**config.mk**
```make
export PLATFORM = sky130hd
export DESIGN_NAME = dispatch_queue
export DESIGN_NICKNAME = d
export VERILOG_FILES = /design/src/rtl/dispatch_queue.sv
export SDC_FILE = /design/constraint.sdc
export NUM_CORES = 1
export LEC_CHECK = 0
export ABC_AREA = 1
export CAP_MARGIN = 20
export CORE_ASPECT_RATIO = 1.4
export CORE_MARGIN = 1.5
export CORE_UTILIZATION = 58
export DETAILED_ROUTE_END_ITERATION = 6
export PLACE_DENSITY = 0.86
export SLEW_MARGIN = 30
export SYNTH_ARGS = -nofsm -noshare
export SYNTH_HDL_FRONTEND = slang
export SYNTH_SLANG_ARGS = --single-unit
```
**constraint.sdc**
```tcl
create_clock -name clk -period 6.1 [get_ports clk]
set_input_delay 1.22 -clock clk [delete_from_list [all_inputs] [get_ports clk]]
set_output_delay 1.22 -clock clk [all_outputs]
set_load 0.01 [all_outputs]
```
**src/rtl/dispatch_queue.sv**
```systemverilog
// dispatch_queue: in-order instruction queue between decode and the Tomasulo
// issue stage. Decoded control words are buffered with their destination
// reservation-station channel. The head issues to that channel together with
// a ROB allocation. A head with an out-of-range channel is discarded and
// flagged.
//
// Ports:
//   clk, rst               clock, synchronous active-high reset
//   flush                  branch-mispredict flush (empties the queue)
//   in_valid, in_word,     decode-side write port; in_ready == !full
//   in_rs_sel, in_ready
//   rs_avail, rob_full     downstream availability
//   rs_load, rob_load      one-hot channel issue strobe and ROB allocate strobe
//   out_word               head control word (meaningful while !empty)
//   route_err              pulse when an illegally routed head is discarded
//   count, empty, full     occupancy
//   stall_cnt              saturating count of cycles the head waited
module dispatch_queue #(
  parameter int DEPTH  = 8,
  parameter int WORD_W = 64,
  parameter int NUM_RS = 5,
  parameter int SEL_W  = 3
) (
  input  logic                       clk,
  input  logic                       rst,
  input  logic                       flush,
  input  logic                       in_valid,
  input  logic [WORD_W-1:0]          in_word,
  input  logic [SEL_W-1:0]           in_rs_sel,
  output logic                       in_ready,
  input  logic [NUM_RS-1:0]          rs_avail,
  input  logic                       rob_full,
  output logic [NUM_RS-1:0]          rs_load,
  output logic                       rob_load,
  output logic [WORD_W-1:0]          out_word,
  output logic                       route_err,
  output logic [$clog2(DEPTH+1)-1:0] count,
  output logic                       empty,
  output logic                       full,
  output logic [15:0]                stall_cnt
);

  localparam int CNT_W = $clog2(DEPTH + 1);
  localparam int PTR_W = $clog2(DEPTH);
  localparam logic [PTR_W-1:0] LAST_PTR = PTR_W'(DEPTH - 1);
  localparam logic [CNT_W-1:0] FULL_CNT = CNT_W'(DEPTH);
  localparam logic [SEL_W:0]   RS_LIMIT = (SEL_W + 1)'(NUM_RS);

  logic [SEL_W-1:0]  sel_mem  [DEPTH];
  logic [WORD_W-1:0] word_mem [DEPTH];
  logic [PTR_W-1:0]  head;
  logic [PTR_W-1:0]  tail;

  logic [SEL_W-1:0] head_sel;
  logic             head_legal;
  logic             head_avail;
  logic             issue;
  logic             discard;
  logic             push;
  logic             pop;

  // DEPTH need not be a power of two, so the wrap is an explicit compare.
  function automatic logic [PTR_W-1:0] next_ptr(input logic [PTR_W-1:0] p);
    return (p == LAST_PTR) ? '0 : p + 1'b1;
  endfunction

  function automatic logic [15:0] sat_inc(input logic [15:0] v);
    return (v == 16'hFFFF) ? v : v + 16'd1;
  endfunction

  assign empty    = (count == '0);
  assign full     = (count == FULL_CNT);
  assign in_ready = !full;

  assign head_sel   = sel_mem[head];
  assign out_word   = word_mem[head];
  assign head_legal = ({1'b0, head_sel} < RS_LIMIT);

  // Looked up by loop so an illegal select never indexes past rs_avail.
  always_comb begin
    head_avail = 1'b0;
    for (int i = 0; i < NUM_RS; i++) begin
      if (head_sel == SEL_W'(i)) head_avail = rs_avail[i];
    end
  end

  assign issue   = !empty && head_legal && head_avail && !rob_full && !flush && !rst;
  assign discard = !empty && !head_legal && !flush && !rst;
  assign pop     = issue || discard;
  assign push    = in_valid && !full && !flush && !rst;

  always_comb begin
    rs_load = '0;
    for (int i = 0; i < NUM_RS; i++) begin
      rs_load[i] = issue && (head_sel == SEL_W'(i));
    end
  end

  assign rob_load  = issue;
  assign route_err = discard;

  // Entry storage carries no reset; only pointers and counters are cleared.
  always_ff @(posedge clk) begin
    if (push) begin
      sel_mem[tail]  <= in_rs_sel;
      word_mem[tail] <= in_word;
    end
  end

  // Pointer / occupancy / stall counter update.
  always_ff @(posedge clk) begin
    if (rst) begin
      head      <= '0;
      tail      <= '0;
      count     <= '0;
      stall_cnt <= '0;
    end else if (flush) begin
      // stall_cnt deliberately holds across a flush.
      head  <= '0;
      tail  <= '0;
      count <= '0;
    end else begin
      if (push) tail <= next_ptr(tail);
      if (pop)  head <= next_ptr(head);
      case ({push, pop})
        2'b10:   count <= count + 1'b1;
        2'b01:   count <= count - 1'b1;
        default: count <= count;
      endcase
      if (!empty && !pop) stall_cnt <= sat_inc(stall_cnt);
    end
  end

endmodule
```
# Yosys cells after proc, flatten, opt, wreduce, memory -nomap -nowiden
# Memory sizes are Yosys's and may differ from the RTL's. A register that Yosys moved wholly into a read port is not among the register bits.
# Cells that the tools add are included.
[totals]
register_bits = 26
mem_bits_rw = 536
in_bits = 77
output_inout_bits = 94
word_cells = 68
n_memories = 2
[op_classes]
n_addsub = 5
magnitude_cmp = 1
eq_ne = 10
mux = 14
bitwise_logic = 2
reduce_logical = 30
[memory_table]
columns = ["memory", "words", "word_bits", "read_ports", "rd_ports_with_merged_regs", "wr", "line_no", "rtl"]
rows = [
  ["word_mem", 8, 64, 1, 1, 1, "50", "logic [WORD_W-1:0] word_mem [DEPTH];"],
  ["sel_mem", 8, 3, 1, 1, 1, "49", "logic [SEL_W-1:0] sel_mem [DEPTH];"],
]
[ops]
columns = ["operator", "n"]
rows = [
  ["3-bit two-way mux", 6],
  ["1-bit logical AND", 17],
  ["16-bit by 1-bit adder with 16-bit output, second input constant", 1],
  ["16-bit equality test, second input constant", 1],
  ["3-bit equality test, second input constant", 3],
  ["4-bit case mux with 2 select lines", 1],
  ["1-bit zero test", 7],
  ["1-bit two-way mux", 7],
  ["3-bit by 1-bit adder with 3-bit output, second input constant", 2],
  ["3-bit by 2-bit equality test with 1-bit output, second input constant", 2],
  ["4-bit by 1-bit adder with 4-bit output, second input constant", 1],
  ["4-bit equality test, second input constant", 1],
  ["4-bit zero test", 1],
  ["4-bit by 1-bit subtractor with 4-bit output, second input constant", 1],
  ["3-bit by 1-bit equality test with 1-bit output, second input constant", 1],
  ["3-bit zero test", 1],
  ["3-bit < comparator, second input constant", 1],
  ["3-bit AND reduction", 1],
  ["2-bit by 1-bit equality test with 1-bit output, second input constant", 1],
  ["2-bit equality test, second input constant", 1],
  ["1-bit inverter", 2],
  ["2-bit nonzero test", 1],
  ["2-bit OR reduction", 1],
  ["1-bit logical OR", 1],
]

# Depth between registers and ports, before layout
[depth]
ltp_word = 14
mapped_depth = 24
depth_no_buf = 21

# Worst setup path before layout
# OpenSTA, ideal clock, no wires.
[synth_timing]
kind = "input to register"
start = "in rst"
end = "mem sel_mem[1][0] (enable)"
setup_ps = 492
arrival_ps = 5057
required_time_ps = 5608
setup_slack_ps = 551
stages = 9
n_path_buf = 2
path_cell_list = "clkbuf_1 nor2_1 clkbuf_1 inv_1 nor2_1 inv_1 nor2_1 inv_1 nor2_1"
[synth_between]
elab_chain_len = 4
[synth_lines]
columns = ["element", "line_no", "rtl"]
rows = [
  ["start: declaration", "25", "input logic rst,"],
  ["1-bit zero test", "90", "assign push = in_valid && !full && !flush && !rst;"],
  ["1-bit logical AND", "90", ""],
  ["1-bit two-way mux", "104", "if (push) begin"],
  ["1-bit two-way mux (implied by the code)", "105", "sel_mem[tail] <= in_rs_sel;"],
  ["end: declaration", "49", ""],
]
# Every way passes these cells.

==> impl_metrics.json <==
{
  "cts_buffers": 50,
  "yosys_most_used_dff": "edfxtp_1",
  "crit_required_ns": 4.88,
  "post-cts-setup-buffers": 0,
  "power_density_nw_per_um2": 292,
  "cts-resized-gates": 0,
  "critPathLaunchType": "register",
  "grt_pass1_wl_um": 76200,
  "drc": 0,
  "status": "completed",
  "hold_class": "reg -> reg",
  "fmax_ghz": 0.196,
  "dp_hpwl_um": 25400,
  "rows": 85,
  "grt-ovfl-total": 0,
  "fillers": 2531,
  "yosysSeqAreaShare_pct": 74.4,
  "synth-edff-count": 536,
  "gp_congestion": 0.838,
  "syn_area_um2": 22400,
  "period_needed_ns": 5.09,
  "ant_nets": 0,
  "port-buffer-count": 170,
  "drt-vias-per-instance": 5.96,
  "fin_nets": 2027,
  "die_h_um": 236,
  "die_w_um": 169,
  "maxCapViolations": 0,
  "wirelength_um": 49200,
  "worstSetupPathType": "reg -> out",
  "endpoint_kind": "primary output",
  "rsz0062_at_grt": "false",
  "p_leak_nw": 8.80,
  "hold_viol": 0,
  "maxSlewHeadroom_pct": 37.0,
  "post_drt_wl_per_cell_um": 20.0,
  "path_max_fanout": 86,
  "peakVddDrop_mv": 0.203,
  "setup_violations": 0,
  "drtIter0Drc": 1452,
  "async_reset_ff_share_pct": 0,
  "drive_gt1_share_pct": 6.76,
  "start_util_pct": 58.6,
  "worst_slew_pin_slew_ns": 0.943,
  "ys_types": 37,
  "fin_tns_setup_ns": 0,
  "io_pins": 171,
  "grt.total_usage_pct": 24.6,
  "antenna_found_initial": 3,
  "htreeDepth": 2,
  "cp_data_arrival_time_ns": 3.87,
  "fin_crit_sh_pct": 83.5,
  "slew_violations": 0,
  "synthCells": 1811,
  "placed_cells_incl_taps": 2369,
  "cts_buffer_depth": 3,
  "clkTransAtPathRegs_ns": 0.06,
  "dieArea_um2": 39900,
  "yosysTopAreaCell": "edfxtp_1",
  "yosysWarnings": 0,
  "ys_seq_elements": 565,
  "yosysTopAreaCellShare_pct": 71.8,
  "synth_top_cells_by_count": "536 x edfxtp_1, 489 x nor2_1, 265 x o21ai_0",
  "clock-sinks": 565,
  "grt_max_degree": 150,
  "tritoncts": "yes",
  "syn_nets": 1895,
  "finClkSkew_ns": 0.0165,
  "ys_top_cells_by_area": "edfxtp_1 72%, nor2_1 8.2%, o21ai_0 5.9%",
  "vias": 14700,
  "cts_root_buffer": "clkbuf_16",
  "yosysMostFrequentCell": "edfxtp_1",
  "area_growth_pct": 17.0,
  "core_area_um2": 38300,
  "avgSynthCellArea_um2": 12.4,
  "first_global_vias": 14700,
  "clock_latency_ns": 0.58,
  "fin_cells": 2462,
  "total_power_mw": 7.67,
  "hold_buffers": 0,
  "drtPass1Iterations": 6
}
[cell type report]
| cell class | instances | area, um2 | share of cell area, % |
|---|---|---|---|
| Sequential cell | 565 | 16700 | 63.6 |
| Multi-Input combinational cell | 1072 | 5100 | 19.4 |
| Timing Repair Buffer | 186 | 1910 | 7.29 |
| Clock buffer | 58 | 1280 | 4.88 |
| Tap cell | 478 | 598 | 2.28 |
| Clock inverter | 34 | 383 | 1.46 |
| Inverter | 68 | 273 | 1.04 |
| Antenna cell | 1 | 2.50 | 0.00954 |
[cell families (layout without fill, tap and decap cells)]
kind of cell | count (synthesis) | in the layout | synth area share [%]
XOR/XNOR | 8 | 8 | 0.312
flip-flops | 565 | 565 | 74.4
AND/OR/NAND/NOR | 637 | 637 | 11.6
other | 0 | 1 | 0
AO/OA/AOI/OAI | 420 | 420 | 10.2
buffers and inverters | 174 | 346 | 3.15
adder cells (fa/ha/maj) | 7 | 7 | 0.391
[power by group]
part,total (mW),switching (mW),internal (mW)
logic,0.223,0.128,0.0950
registers,4.27,0.00723,4.26
clock network,3.18,1.36,1.82
total,7.67,1.50,6.18
[cells in the final DEF, fill, tap and decap left out, drive strengths merged, types with 6 or more instances in the layout]
| cell type | Yosys | final |
|---|---|---|
| bufinv | 0 | 7 |
| o21ai | 269 | 269 |
| buf | 21 | 16 |
| clkdlybuf4s50 | 0 | 170 |
| clkbuf | 85 | 58 |
| clkinv | 0 | 17 |
| nand2 | 96 | 96 |
| nand4 | 6 | 6 |
| nor2 | 490 | 490 |
| ha | 7 | 7 |
| edfxtp | 536 | 536 |
| o22ai | 64 | 64 |
| dfxtp | 29 | 29 |
| a21oi | 18 | 18 |
| nor3 | 8 | 8 |
| a31oi | 64 | 64 |
| inv | 68 | 73 |
| nand3 | 29 | 29 |
[final timing paths]
check / slack, ns / to / start / depth (start not counted)
setup / recovery: 1.01 / rs_load[0] / register / 11
hold / removal: 0.51 / stall_cnt[11] / stall_cnt[11] / 2
setup reg to reg: 2.19 / count[3] / register / 20
hold reg to reg: 0.51 / stall_cnt[11] / stall_cnt[11] / 2
[registers in the layout, summed over array words and instances (netlist names), named ones only]
signal     flops
word_mem     512
sel_mem       24
stall_cnt     16
count          4
head           3
tail           3
[routing by layer]
metal,share of wire [%],global-route usage [%]
met1,36,28.4
met2,53,45.0
met3,6.8,3.63
met4,3.3,11.2
met5,0.045,0
[per-stage QoR]
stage               instance area [um2]  utilization, %  worst slack (ns)  hold slack (ns)
floorplan                         22400               -             0.551            0.493
global placement                  24500            64.1              1.55            0.496
detailed placement                24600            64.2              1.56            0.513
CTS                               26200            68.5             0.944            0.522
global route                      26200            68.5             0.776            0.545
finish                            26200            68.5              1.01            0.514
[worst max-delay path, cell delays in order, from the launching register on]
cell	delay [ns]
dfxtp_4	0.67
buf_4	0.74
nand2_1	0.14
nand3_1	0.14
nand3_1	0.11
nand2_2	0.19
nand2_4	0.08
a21oi_2	0.12
nand2_1	0.07
o21bai_4	0.20
nor3_1	0.19
clkdlybuf4s50_1	0.57
No activity file was read; power rests on OpenSTA's default activity.
